`src/rtl/rvm_lsu_if.sv`:
```
// rvm_lsu_if: core request/response and memory-bus signals of rvm_lsu; slave = LSU side, master = core/memory side
interface rvm_lsu_if;
  logic        req_valid;
  logic        req_ready;
  logic        req_write;
  logic [1:0]  req_size;
  logic        req_signed;
  logic [31:0] req_addr;
  logic [31:0] req_wdata;
  logic        rsp_valid;
  logic [31:0] rsp_rdata;
  logic        rsp_error;
  logic [31:0] mem_addr;
  logic [31:0] mem_rdata;
  logic [31:0] mem_wdata;
  logic        mem_c_en;
  logic [3:0]  mem_b_en;
  logic        mem_error;
  logic        mem_stall;
  modport slave (
    input  req_valid, req_write, req_size, req_signed, req_addr, req_wdata, mem_rdata, mem_error, mem_stall,
    output req_ready, rsp_valid, rsp_rdata, rsp_error, mem_addr, mem_wdata, mem_c_en, mem_b_en
  );
  modport master (
    output req_valid, req_write, req_size, req_signed, req_addr, req_wdata, mem_rdata, mem_error, mem_stall,
    input  req_ready, rsp_valid, rsp_rdata, rsp_error, mem_addr, mem_wdata, mem_c_en, mem_b_en
  );
endinterface

```
`src/rtl/rvm_lsu.sv`:
```
// rvm_lsu: byte/half/word load-store unit; ports clk, reset (sync active-high) and bus (rvm_lsu_if.slave: req/rsp handshake plus mem_* pins)
module rvm_lsu #(
  parameter int STALL_LIMIT = 255
) (
  input logic       clk,
  input logic       reset,
  rvm_lsu_if.slave  bus
);
  localparam logic [1:0] IDLE = 2'd0, ACCESS = 2'd1, RESP = 2'd2;
  localparam int CW = STALL_LIMIT > 0 ? $clog2(STALL_LIMIT + 1) : 1;
  logic [1:0]    state_q, state_d, size_q, size_d, off_q, off_d;
  logic [31:0]   addr_q, addr_d, wdata_q, wdata_d, rdata_q, rdata_d, lane, ext;
  logic [3:0]    ben_q, ben_d;
  logic          cen_q, cen_d, err_q, err_d, sgn_q, sgn_d, wr_q, wr_d, misal, timeout;
  logic [CW-1:0] cnt_q, cnt_d;
  assign misal = bus.req_size == 2'd3 || (bus.req_size == 2'd1 && bus.req_addr[0]) ||
                 (bus.req_size == 2'd2 && bus.req_addr[1:0] != 2'd0);
  assign timeout = STALL_LIMIT != 0 && cnt_q == CW'(STALL_LIMIT - 1);
  assign lane = bus.mem_rdata >> {off_q, 3'b000};
  assign ext = size_q == 2'd0 ? {{24{sgn_q & lane[7]}}, lane[7:0]} :
               size_q == 2'd1 ? {{16{sgn_q & lane[15]}}, lane[15:0]} : lane;
  always_comb begin
    state_d = state_q;
    size_d  = size_q;
    off_d   = off_q;
    sgn_d   = sgn_q;
    wr_d    = wr_q;
    addr_d  = addr_q;
    wdata_d = wdata_q;
    ben_d   = ben_q;
    cen_d   = cen_q;
    rdata_d = rdata_q;
    err_d   = err_q;
    cnt_d   = cnt_q;
    if (state_q == IDLE && bus.req_valid) begin
      size_d = bus.req_size;
      off_d  = bus.req_addr[1:0];
      sgn_d  = bus.req_signed;
      wr_d   = bus.req_write;
      if (misal) begin
        state_d = RESP;
        err_d   = 1'b1;
        rdata_d = '0;
      end else begin
        state_d = ACCESS;
        cen_d   = 1'b1;
        cnt_d   = '0;
        addr_d  = {bus.req_addr[31:2], 2'b00};
        ben_d   = bus.req_size == 2'd0 ? 4'b0001 << bus.req_addr[1:0] :
                  bus.req_size == 2'd1 ? 4'b0011 << bus.req_addr[1:0] : 4'b1111;
        wdata_d = bus.req_size == 2'd0 ? {4{bus.req_wdata[7:0]}} :
                  bus.req_size == 2'd1 ? {2{bus.req_wdata[15:0]}} : bus.req_wdata;
      end
    end else if (state_q == ACCESS) begin
      if (!bus.mem_stall) begin
        state_d = RESP;
        cen_d   = 1'b0;
        ben_d   = '0;
        err_d   = bus.mem_error;
        rdata_d = (wr_q || bus.mem_error) ? '0 : ext;
      end else begin
        cnt_d = (STALL_LIMIT != 0 && cnt_q != CW'(STALL_LIMIT)) ? cnt_q + CW'(1) : cnt_q;
        if (timeout) begin
          state_d = RESP;
          cen_d   = 1'b0;
          ben_d   = '0;
          err_d   = 1'b1;
          rdata_d = '0;
        end
      end
    end else if (state_q == RESP) begin
      state_d = IDLE;
    end
  end
  always_ff @(posedge clk) begin
    if (reset) begin
      state_q <= IDLE;
      size_q  <= '0;
      off_q   <= '0;
      sgn_q   <= 1'b0;
      wr_q    <= 1'b0;
      addr_q  <= '0;
      wdata_q <= '0;
      ben_q   <= '0;
      cen_q   <= 1'b0;
      rdata_q <= '0;
      err_q   <= 1'b0;
      cnt_q   <= '0;
    end else begin
      state_q <= state_d;
      size_q  <= size_d;
      off_q   <= off_d;
      sgn_q   <= sgn_d;
      wr_q    <= wr_d;
      addr_q  <= addr_d;
      wdata_q <= wdata_d;
      ben_q   <= ben_d;
      cen_q   <= cen_d;
      rdata_q <= rdata_d;
      err_q   <= err_d;
      cnt_q   <= cnt_d;
    end
  end
  assign bus.req_ready = state_q == IDLE;
  assign bus.rsp_valid = state_q == RESP;
  assign bus.rsp_rdata = rdata_q;
  assign bus.rsp_error = err_q;
  assign bus.mem_addr  = addr_q;
  assign bus.mem_wdata = wdata_q;
  assign bus.mem_c_en  = cen_q;
  assign bus.mem_b_en  = ben_q;
endmodule

```
`src/flat_wrapper.sv`:
```
// flat-port wrapper written by rule: the top's interface ports become plain ports
module rvm_lsu_flat 
#(
  parameter int STALL_LIMIT = 255
)
  (clk, reset, bus_req_valid, bus_req_write, bus_req_size, bus_req_signed, bus_req_addr, bus_req_wdata, bus_mem_rdata, bus_mem_error, bus_mem_stall, bus_req_ready, bus_rsp_valid, bus_rsp_rdata, bus_rsp_error, bus_mem_addr, bus_mem_wdata, bus_mem_c_en, bus_mem_b_en);
  rvm_lsu_if bus_i ();
  input logic clk;
  input logic reset;
  input wire logic [$bits(bus_i.req_valid)-1:0] bus_req_valid;
  input wire logic [$bits(bus_i.req_write)-1:0] bus_req_write;
  input wire logic [$bits(bus_i.req_size)-1:0] bus_req_size;
  input wire logic [$bits(bus_i.req_signed)-1:0] bus_req_signed;
  input wire logic [$bits(bus_i.req_addr)-1:0] bus_req_addr;
  input wire logic [$bits(bus_i.req_wdata)-1:0] bus_req_wdata;
  input wire logic [$bits(bus_i.mem_rdata)-1:0] bus_mem_rdata;
  input wire logic [$bits(bus_i.mem_error)-1:0] bus_mem_error;
  input wire logic [$bits(bus_i.mem_stall)-1:0] bus_mem_stall;
  output wire logic [$bits(bus_i.req_ready)-1:0] bus_req_ready;
  output wire logic [$bits(bus_i.rsp_valid)-1:0] bus_rsp_valid;
  output wire logic [$bits(bus_i.rsp_rdata)-1:0] bus_rsp_rdata;
  output wire logic [$bits(bus_i.rsp_error)-1:0] bus_rsp_error;
  output wire logic [$bits(bus_i.mem_addr)-1:0] bus_mem_addr;
  output wire logic [$bits(bus_i.mem_wdata)-1:0] bus_mem_wdata;
  output wire logic [$bits(bus_i.mem_c_en)-1:0] bus_mem_c_en;
  output wire logic [$bits(bus_i.mem_b_en)-1:0] bus_mem_b_en;
  assign bus_i.req_valid = bus_req_valid;
  assign bus_i.req_write = bus_req_write;
  assign bus_i.req_size = bus_req_size;
  assign bus_i.req_signed = bus_req_signed;
  assign bus_i.req_addr = bus_req_addr;
  assign bus_i.req_wdata = bus_req_wdata;
  assign bus_i.mem_rdata = bus_mem_rdata;
  assign bus_i.mem_error = bus_mem_error;
  assign bus_i.mem_stall = bus_mem_stall;
  assign bus_req_ready = bus_i.req_ready;
  assign bus_rsp_valid = bus_i.rsp_valid;
  assign bus_rsp_rdata = bus_i.rsp_rdata;
  assign bus_rsp_error = bus_i.rsp_error;
  assign bus_mem_addr = bus_i.mem_addr;
  assign bus_mem_wdata = bus_i.mem_wdata;
  assign bus_mem_c_en = bus_i.mem_c_en;
  assign bus_mem_b_en = bus_i.mem_b_en;
  rvm_lsu #(.STALL_LIMIT(STALL_LIMIT)) u_core (.clk(clk), .reset(reset), .bus(bus_i));
endmodule
```
`config.mk`:
```
export PLATFORM = sky130hd
export DESIGN_NAME = rvm_lsu_flat
export DESIGN_NICKNAME = d
export VERILOG_FILES = /design/src/rtl/rvm_lsu_if.sv /design/src/rtl/rvm_lsu.sv /design/src/flat_wrapper.sv
export SDC_FILE = /design/constraint.sdc
export NUM_CORES = 1
export LEC_CHECK = 0
export CORE_MARGIN = 8
export CORE_UTILIZATION = 47
export CTS_CLUSTER_DIAMETER = 100
export DETAILED_ROUTE_END_ITERATION = 6
export PLACE_DENSITY_LB_ADDON = 0.2
export SETUP_SLACK_MARGIN = 0.5
export SYNTH_ARGS = -nofsm -noshare
export SYNTH_HDL_FRONTEND = slang
export SYNTH_SLANG_ARGS = --single-unit
```
`constraint.sdc`:
```
create_clock -name clk -period 3 [get_ports clk]
set_input_delay 0.6 -clock clk [delete_from_list [all_inputs] [get_ports clk]]
set_output_delay 0.6 -clock clk [all_outputs]
set_load 0.005 [all_outputs]
```
* After elaboration in Yosys (flattened, before gate mapping) *
Cells that the tools add are included.

cells by class
  add/sub/neg operators = 1
  equality and inequality tests = 12
  shift-type cells = 3
  multiplexer cells = 38
  bitwise logic cells = 3
  reduce and logical (&&, ||, !) cells = 19

operators with widths
  cell                                                   number
  2-to-1 mux 32 bit                                      10
  2-to-1 mux 8 bit                                       5
  right shift 32 x 5 -> 32 bit                           1
  2-to-1 mux 4 bit                                       7
  2-to-1 mux 2 bit                                       6
  2-to-1 mux 1 bit                                       10
  adder 8 x 1 -> 8 bit, second input constant            1
  == test 8 bit, second input constant                   1
  inequality test 8 bit, second input constant           1
  nonzero test 2 bit                                     4
  == test 2 x 1 -> 1 bit, second input constant          3
  == test 2 bit, second input constant                   3
  logical NOT 2 bit                                      3
  AND reduction 3 bit                                    2
  inequality test 4 x 2 -> 1 bit, second input constant  1
  AND reduction 2 bit                                    2
  AND reduction 4 bit                                    1
  << shifter 1 x 2 -> 4 bit, first input constant        1
  << shifter 2 x 2 -> 4 bit, first input constant        1
  logical AND 1 bit                                      3
  logical OR 1 bit                                       3
  inequality test 3 x 1 -> 1 bit, second input constant  1
  nonzero test 3 bit                                     1
  AND 1 bit                                              2
  other kinds (3)                                        3

word-level totals
  flip-flop bits (word level) = 116
  bits of input ports = 105
  output and inout bits = 104
  logic and storage cells = 88

* Depth between registers and ports, before layout *
Gate-level depths: netlist of run 1.

  word-level depth = 8
  depth in mapped cells = 9
  depth with buffers taken out = 7

* Worst setup path before layout of run 1 *
No wires, ideal clock.

  path kind = input to register
  start = input port bus_req_addr[1]
  end = register u_core.cnt_q[7]
  setup time = 0.072 ns
  arrival = 1.921 ns
  required time = 2.928 ns
  slack = 1.007 ns
  stages = 8
  buffers on the path = 1
  cell sequence = inv_1 -> ha_1 -> and2b_1 -> o22ai_2 -> a21oi_2 -> buf_2 -> nor4_2 -> mux2i_1

between the ends
  longest elaborated chain between the ends = 5

RTL lines
  item                             RTL line            source
  start: declaration               flat_wrapper.sv:14  input wire logic [$bits(bus_i.req_addr)-1:0] bus_req_addr;
  nonzero test 2 bit               rvm_lsu.sv:17       (bus.req_size == 2'd2 && bus.req_addr[1:0] != 2'd0);
  logical AND 1 bit                rvm_lsu.sv:17
  logical OR 1 bit                 rvm_lsu.sv:16       assign misal = bus.req_size == 2'd3 || (bus.req_size == 2'd1 && bus.req_addr[0]) ||
  inequality test 2 bit (no line)  --
  AND reduction 4 bit (no line)    --
  end signal: assignment           rvm_lsu.sv:101      cnt_q <= cnt_d;
  end: declaration                 rvm_lsu.sv:15       logic [CW-1:0] cnt_q, cnt_d;

Every way passes these cells.
A chain may end at the register's enable or synchronous reset.

* Final worst setup path of run 1 *
  start = input port bus_req_addr[1]
  end = register u_core.rdata_q[26], in the netlist u_core.bus.rsp_rdata[26]

between the ends
  longest elaborated chain between the ends = 5

RTL lines
  item                                      RTL line       source
  nonzero test 2 bit                        rvm_lsu.sv:17
  logical AND 1 bit                         rvm_lsu.sv:17
  logical OR 1 bit                          rvm_lsu.sv:16
  inequality test 2 x 1 -> 1 bit (no line)  --
  AND reduction 3 bit (no line)             --
  end signal: assignment                    rvm_lsu.sv:99  rdata_q <= rdata_d;
  end: declaration                          rvm_lsu.sv:12  logic [31:0] addr_q, addr_d, wdata_q, wdata_d, rdata_q, rdata_d, lane, ext;

Every way passes these cells.

==> reports/qor.csv, run 1 <==
stage,metric,value,unit
detailed_routing,via count,5617,
timing,Tmin final,2.42,ns
timing,Final Hold Viols,0,
place,Detail Placement HPWL,12.8,mm
flow_run,maxcap violations,0,
critical_path,Crit-path slowest cell,clkdlybuf4s50_1,
detailed_routing,wire per inst,18.4,um
detailed_routing,drt first-iter violations,470,
final_layout,Total Nets Final,958,
power,leak pwr,2.96,nW
clock_network,Root Buffer,clkbuf_16,
power,worst vdd ir,438,uV
logic_synthesis,Ys Warns,0,
critical_path,cell depth of the worst flop-to-flop path,6,
floorplan,initial core utilization,0.475,
critical_path,Critical Path RT,3.36,ns
place,Final Wtd Congestion,0.853,
critical_path,crit path kind,input port to register,
timing,Setup TNS,0,ns
logic_synthesis,Synth async-reset ratio,0,
clock_network,CTS HTree Levels,4,
timing,Tcrit/Tclk final,0.806,
final_layout,Multi-input gate area,2770,um2
min_path,WHS Endpoint,u_core.bus.mem_addr[7],
detailed_routing,DRC,0,
clock_network,TritonCTS clock tree,done,
run_status,status,completed,
timing,Worst-Margin Slew,0.910,ns
global_routing,initial antenna violation count,0,
clock_network,worst skew pair latency,0.42,ns
floorplan,height of the die,123,um
timing,max-slew violations,0,
timing,final setup fails,0,
critical_path,Startpoint Class,input port,
detailed_routing,Routed Antenna Nets,0,
detailed_routing,total routed wirelength,18.4,mm
power,cell area power density,588,nW/um2
logic_synthesis,top cell type's share of synthesized area,0.434,
logic_synthesis,Synth Cell Area,5350,um2
final_layout,"commonest non-fill, non-tap cells in the layout","205 x clkdlybuf4s50_1, 157 x nand2_1, 116 x dfxtp_1",
clock_network,clk buf depth,2,
floorplan,num ports,209,
place,post-place instance area,7480,um2
timing,Max Clk Rate,0.414,GHz
final_layout,"commonest non-fill, non-tap cell in the layout",clkdlybuf4s50_1,
critical_path,CP max stage delay,0.56,ns
critical_path,CP cell instances,clkdlybuf4s50_1 > inv_1 > ha_1 > and2b_1 > o22a_1 > o21ai_4 > buf_4 > a2111oi_0 > a32o_1,
logic_synthesis,prevailing post-synth register cell,dfxtp_1,
detailed_routing,Pre-antenna DRT Iters,5,
detailed_routing,vias per inst,5.62,
clock_network,Clock transition at path regs,0.05,ns
logic_synthesis,"EDFF count, synth",0,
logic_synthesis,sequential share of the synthesized area,0.434,
logic_synthesis,post-synthesis cell count,652,
logic_synthesis,Post-Syn Area per Cell,8.20,um2
critical_path,element type at the critical path end,register,
min_path,Hold/Removal Path Class,register to register,
clock_network,CTS Buf Count,17,
floorplan,Die Span X,123,um
floorplan,core area,11300,um2
timing,Max Clock Skew,0.00599,ns
final_layout,design area,8170,um2
final_layout,layout cells sized above 1,0.0817,
critical_path,flop-to-flop setup slack,0.86,ns
floorplan,die area,15100,um2
logic_synthesis,Seq cells post-synth,116,
min_path,Min-Delay Path Depth,2,
final_layout,fill count,869,
global_routing,gr usage total,0.239,
final_layout,area grow syn2layout,52.8,%
critical_path,CP max FO,8,
final_layout,register area,2320,um2
clock_network,clk sink count,116,
final_layout,# diodes,0,
critical_path,Critical R2R Launch,u_core.state_q[0],
timing,RSZ-0062 raised after global routing,yes,
global_routing,first-pass GRT wire length,28.4,mm
logic_synthesis,"area leader, netlist",dfxtp_1,
critical_path,RR Endpoint,u_core.cnt_q[7],
logic_synthesis,synth unique cells,45,
global_routing,GRT overflow,0,
timing,Rel. slew slack,0.393,
logic_synthesis,Synth area leaders,"dfxtp_1 43%, nand2_1 11%, a21oi_1 7.6%",
min_path,Hold Crit Start,u_core.bus.mem_addr[7],
floorplan,Cell Rows,39,
place,IO buf count,206,
global_routing,pin count of the biggest net entering global routing,87,
critical_path,Worst EP arrival,2.78,ns
global_routing,vias in the first global route,5680,
-- metal layers --
layer | up-vias | share of wire | global-route usage
met1 | 2682 | 0.37 | 0.242
met3 | 37 | 0.11 | 0.121
met4 | 0 | 0.024 | 0.110
met2 | 219 | 0.50 | 0.403
met5 | - | 0 | 0
li1 | 2679 | - | -
-- power by group --
group | total [mW] | leakage, nW | internal (mW) | switching (mW)
Sequential | 1.70 | 0.943 | 1.63 | 0.0630
Clock | 2.18 | 0.300 | 1.42 | 0.757
Combinational | 0.930 | 1.72 | 0.462 | 0.469
-- cells in the mapped netlist (2+ instances only) --
master / n
and2b_1: 2
a32oi_1: 4
a2111oi_0: 4
and3_1: 9
o211ai_1: 7
a32o_1: 12
nand4_1: 3
nor3_1: 2
nand2_1: 157
or3_1: 4
buf_2: 22
a211oi_1: 10
buf_4: 2
nor2_1: 34
mux2i_1: 35
nand2b_1: 2
clkbuf_1: 26
a311oi_1: 9
a22o_1: 8
o21ai_0: 46
dfxtp_1: 116
inv_1: 8
a21oi_2: 2
nand3_1: 8
mux2_2: 11
and2_1: 2
ha_1: 9
a21oi_1: 81
-- sequential cells by signal, summed over array words and instances, names as in the netlist --
signal and flops:
u_core.bus.mem_c_en 1, u_core.bus.rsp_rdata 32, u_core.bus.rsp_error 1, u_core.off_q 2, u_core.bus.mem_b_en 4, u_core.state_q 2
u_core.bus.mem_wdata 32, u_core.sgn_q 1, u_core.cnt_q 8, u_core.wr_q 1, u_core.size_q 2, u_core.bus.mem_addr 30
-- what timing repair did --
action	in CTS	in global routing
setup endpoints to repair	0	23
hold buffers	0	0
resized for setup	0	2
buffers inserted	0	3
-- cell type report --
class	instances	share of cell area
inverter	8	0.00367
multi-input combinational	477	0.338
timing repair buffer	224	0.274
clock buffer	18	0.0537
sequential	116	0.284
clock inverter	14	0.0243
tap	143	0.0219
-- worst max path at each step --
stage | from | to | slack [ns] | cells past startpoint
2_1_floorplan | bus_req_addr[1] | u_core.cnt_q[7] | 1.01 | 8
3_3_place_gp | bus_req_addr[1] | u_core.bus.rsp_rdata[6] | 0.28 | 9
3_5_place_dp | bus_req_addr[1] | u_core.bus.rsp_rdata[3] | 0.14 | 9
4_1_cts | bus_req_addr[1] | u_core.bus.rsp_rdata[3] | 0.56 | 9
5_1_grt | bus_req_addr[1] | u_core.bus.rsp_rdata[26] | 0.47 | 9
6_report | bus_req_addr[1] | u_core.bus.rsp_rdata[26] | 0.58 | 9
-- worst max-delay path, delay by kind of cell --
kind / cells / cell delay (ns)
AOI/OAI and AO/OA: 4 / 0.90
adders and majority gates: 1 / 0.20
buffers and inverters: 3 / 0.84
and+or+nand+nor: 1 / 0.22
-- cell families after synthesis --
family,after synthesis,synth area share
AOI/OAI and AO/OA,192,0.227
xor gates and xnor gates,1,0.00164
adders and majority gates,9,0.0211
buffers and inverters,60,0.0501
DFF,116,0.434
muxes,46,0.0887
other,1,0.000701
and+or+nand+nor,227,0.177
-- through the flow --
stage	hold slack, ns	setup WS, ns	utilization	cells	power [mW]
5_1_grt	0.458	0.472	0.725	1000	5.01
4_1_cts	0.432	0.557	0.721	996	4.80
3_3_place_gp	0.441	0.282	0.664	964	2.59
2_1_floorplan	0.437	1.01	-	653	2.17
6_report	0.456	0.583	0.725	1000	4.80
3_5_place_dp	0.449	0.141	0.664	964	2.62
No activity file was read; power rests on OpenSTA's default activity.
==> run 2: changes to the inputs <==
- CORE_UTILIZATION: 47 -> 40
- clock period: 3 -> 1.95 ns (I/O delays scaled with it)
==> reports/qor.csv, run 2 (synthesis results as in run 1) <==
stage,metric,value,unit
timing,RSZ-0062 raised after global routing,yes,
floorplan,core area,13100,um2
place,IO buf count,206,
flow_run,maxcap violations,0,
critical_path,Worst EP arrival,2.10,ns
floorplan,height of the die,132,um
power,Psw,2.30,mW
clock_network,CTS Buf Count,17,
clock_network,clk buf depth,2,
critical_path,flop-to-flop setup slack,0.21,ns
power,worst vdd ir,784,uV
final_layout,"commonest non-fill, non-tap cells in the layout","125 x nand2_1, 102 x dfxtp_1, 99 x clkdlybuf4s50_1",
floorplan,Cell Rows,42,
global_routing,first-pass GRT wire length,31.5,mm
global_routing,pin count of the biggest net entering global routing,50,
timing,Worst-Margin Slew,0.487,ns
critical_path,CP max FO,6,
final_layout,Total Nets Final,1029,
clock_network,CTS HTree Levels,4,
place,dpl ws,-0.452,ns
final_layout,"commonest non-fill, non-tap cell in the layout",nand2_1,
timing,final setup fails,0,
timing,worst setup margin,0.205,ns
final_layout,fill count,858,
power,switching portion of total power,0.298,
power,Pint,5.44,mW
global_routing,gr usage total,0.225,
timing,Final Hold Viols,0,
floorplan,Die Span X,132,um
detailed_routing,drt first-iter violations,434,
detailed_routing,total routed wirelength,21.6,mm
critical_path,crit path kind,register to register,
timing,Max Clk Rate,0.573,GHz
place,Detail Placement HPWL,13.6,mm
timing,Hold WS,0.388,ns
clock_network,TritonCTS clock tree,done,
power,cell area power density,776,nW/um2
power,Clock power frac,0.372,
global_routing,GRT overflow,0,
power,leak pwr,4.87,nW
place,post-place instance area,7970,um2
clock_network,hold-fix buffers at CTS,0,
critical_path,Worst Setup SP,u_core.cnt_q[0],
clock_network,worst skew pair latency,0.43,ns
final_layout,area grow syn2layout,86.4,%
detailed_routing,DRC,0,
detailed_routing,wire per inst,19.6,um
detailed_routing,Pre-antenna DRT Iters,5,
min_path,Hold/Removal Path Class,input port to register,
final_layout,layout cells sized above 1,0.286,
timing,Tcrit/Tclk final,0.895,
timing,Max Clock Skew,0.00902,ns
global_routing,vias in the first global route,6051,
critical_path,Critical Path RT,2.30,ns
floorplan,initial core utilization,0.407,
clock_network,Root Buffer,clkbuf_16,
global_routing,initial antenna violation count,1,
place,Final Wtd Congestion,0.861,
detailed_routing,via count,6053,
critical_path,Critical R2R Launch,u_core.cnt_q[0],
detailed_routing,vias per inst,5.48,
final_layout,design area,9970,um2
detailed_routing,Routed Antenna Nets,0,
power,Comb power frac,0.290,
clock_network,clk sink count,116,
floorplan,num ports,209,
power,Flop pwr share,0.338,
critical_path,element type at the critical path end,register,
timing,Setup TNS,0,ns
timing,Rel. slew slack,0.672,
floorplan,die area,17300,um2
min_path,Hold Crit Start,bus_req_size[0],
timing,Tmin final,1.74,ns
timing,max-slew violations,0,
critical_path,Startpoint Class,register,
clock_network,Clock transition at path regs,0.06,ns
power,Overall Power,7.74,mW
run_status,status,completed,
## run 2: critical path, cell delays in order, from the launching register on
cell and delay (ns):
dfxtp_4 0.36, buf_12 0.12, ha_4 0.15, nand3_2 0.11, o2111a_2 0.30, a21oi_4 0.08, or4_1 0.41, a21oi_1 0.15
## run 2: layout make-up
type                            count  area, um2  area share
Antenna cell                        1       2.50    0.000251
Clock inverter                     12       81.3     0.00816
Timing Repair Buffer              293       3400       0.341
Tap cell                          176        220      0.0221
Inverter                            8       56.3     0.00565
Multi-Input combinational cell    479       3390       0.340
Clock buffer                       20        467      0.0468
Sequential cell                   116       2350       0.236
## run 2: stage by stage
step,instances,utilization
finish,1105,0.759
global route,1105,0.759
CTS,1085,0.694
detailed placement,1030,0.607
global placement,1030,0.607
floorplan,653,-
## run 2: power groups by stage
stage | logic, mW | clock network, mW | registers (mW)
after CTS | 1.91 | 2.91 | 2.61
after floorplan | 0.766 | 0 | 2.65
final | 2.25 | 2.88 | 2.62
after global routing | 2.39 | 3.01 | 2.63
after global placement | 1.54 | 0 | 2.65
after detailed placement | 1.57 | 0 | 2.66
## run 2: path summary, 6_finish.rpt
kind | end | depth (start not counted)
worst max-delay path | u_core.cnt_q[6] | 7
worst min-delay path | u_core.size_q[0] | 3
worst max register to register | u_core.cnt_q[6] | 7
worst min register to register | u_core.bus.mem_addr[5] | 2
## run 2: what timing repair did
action / 4_1_cts / 5_1_grt
pin swaps: 22 / 44
hold endpoints to repair: 0 / 0
resized for setup: 133 / 205
endpoints found under the setup margin: 212 / 200
gates cloned: 9 / 8
buffers inserted: 14 / 11
## run 2: metal layers
layer	GRT usage	share of wire	vias to the layer above
met5	0	0	-
met4	0.0855	0.021	0
met3	0.108	0.089	39
met2	0.392	0.52	231
met1	0.230	0.37	2941
li1	-	-	2842
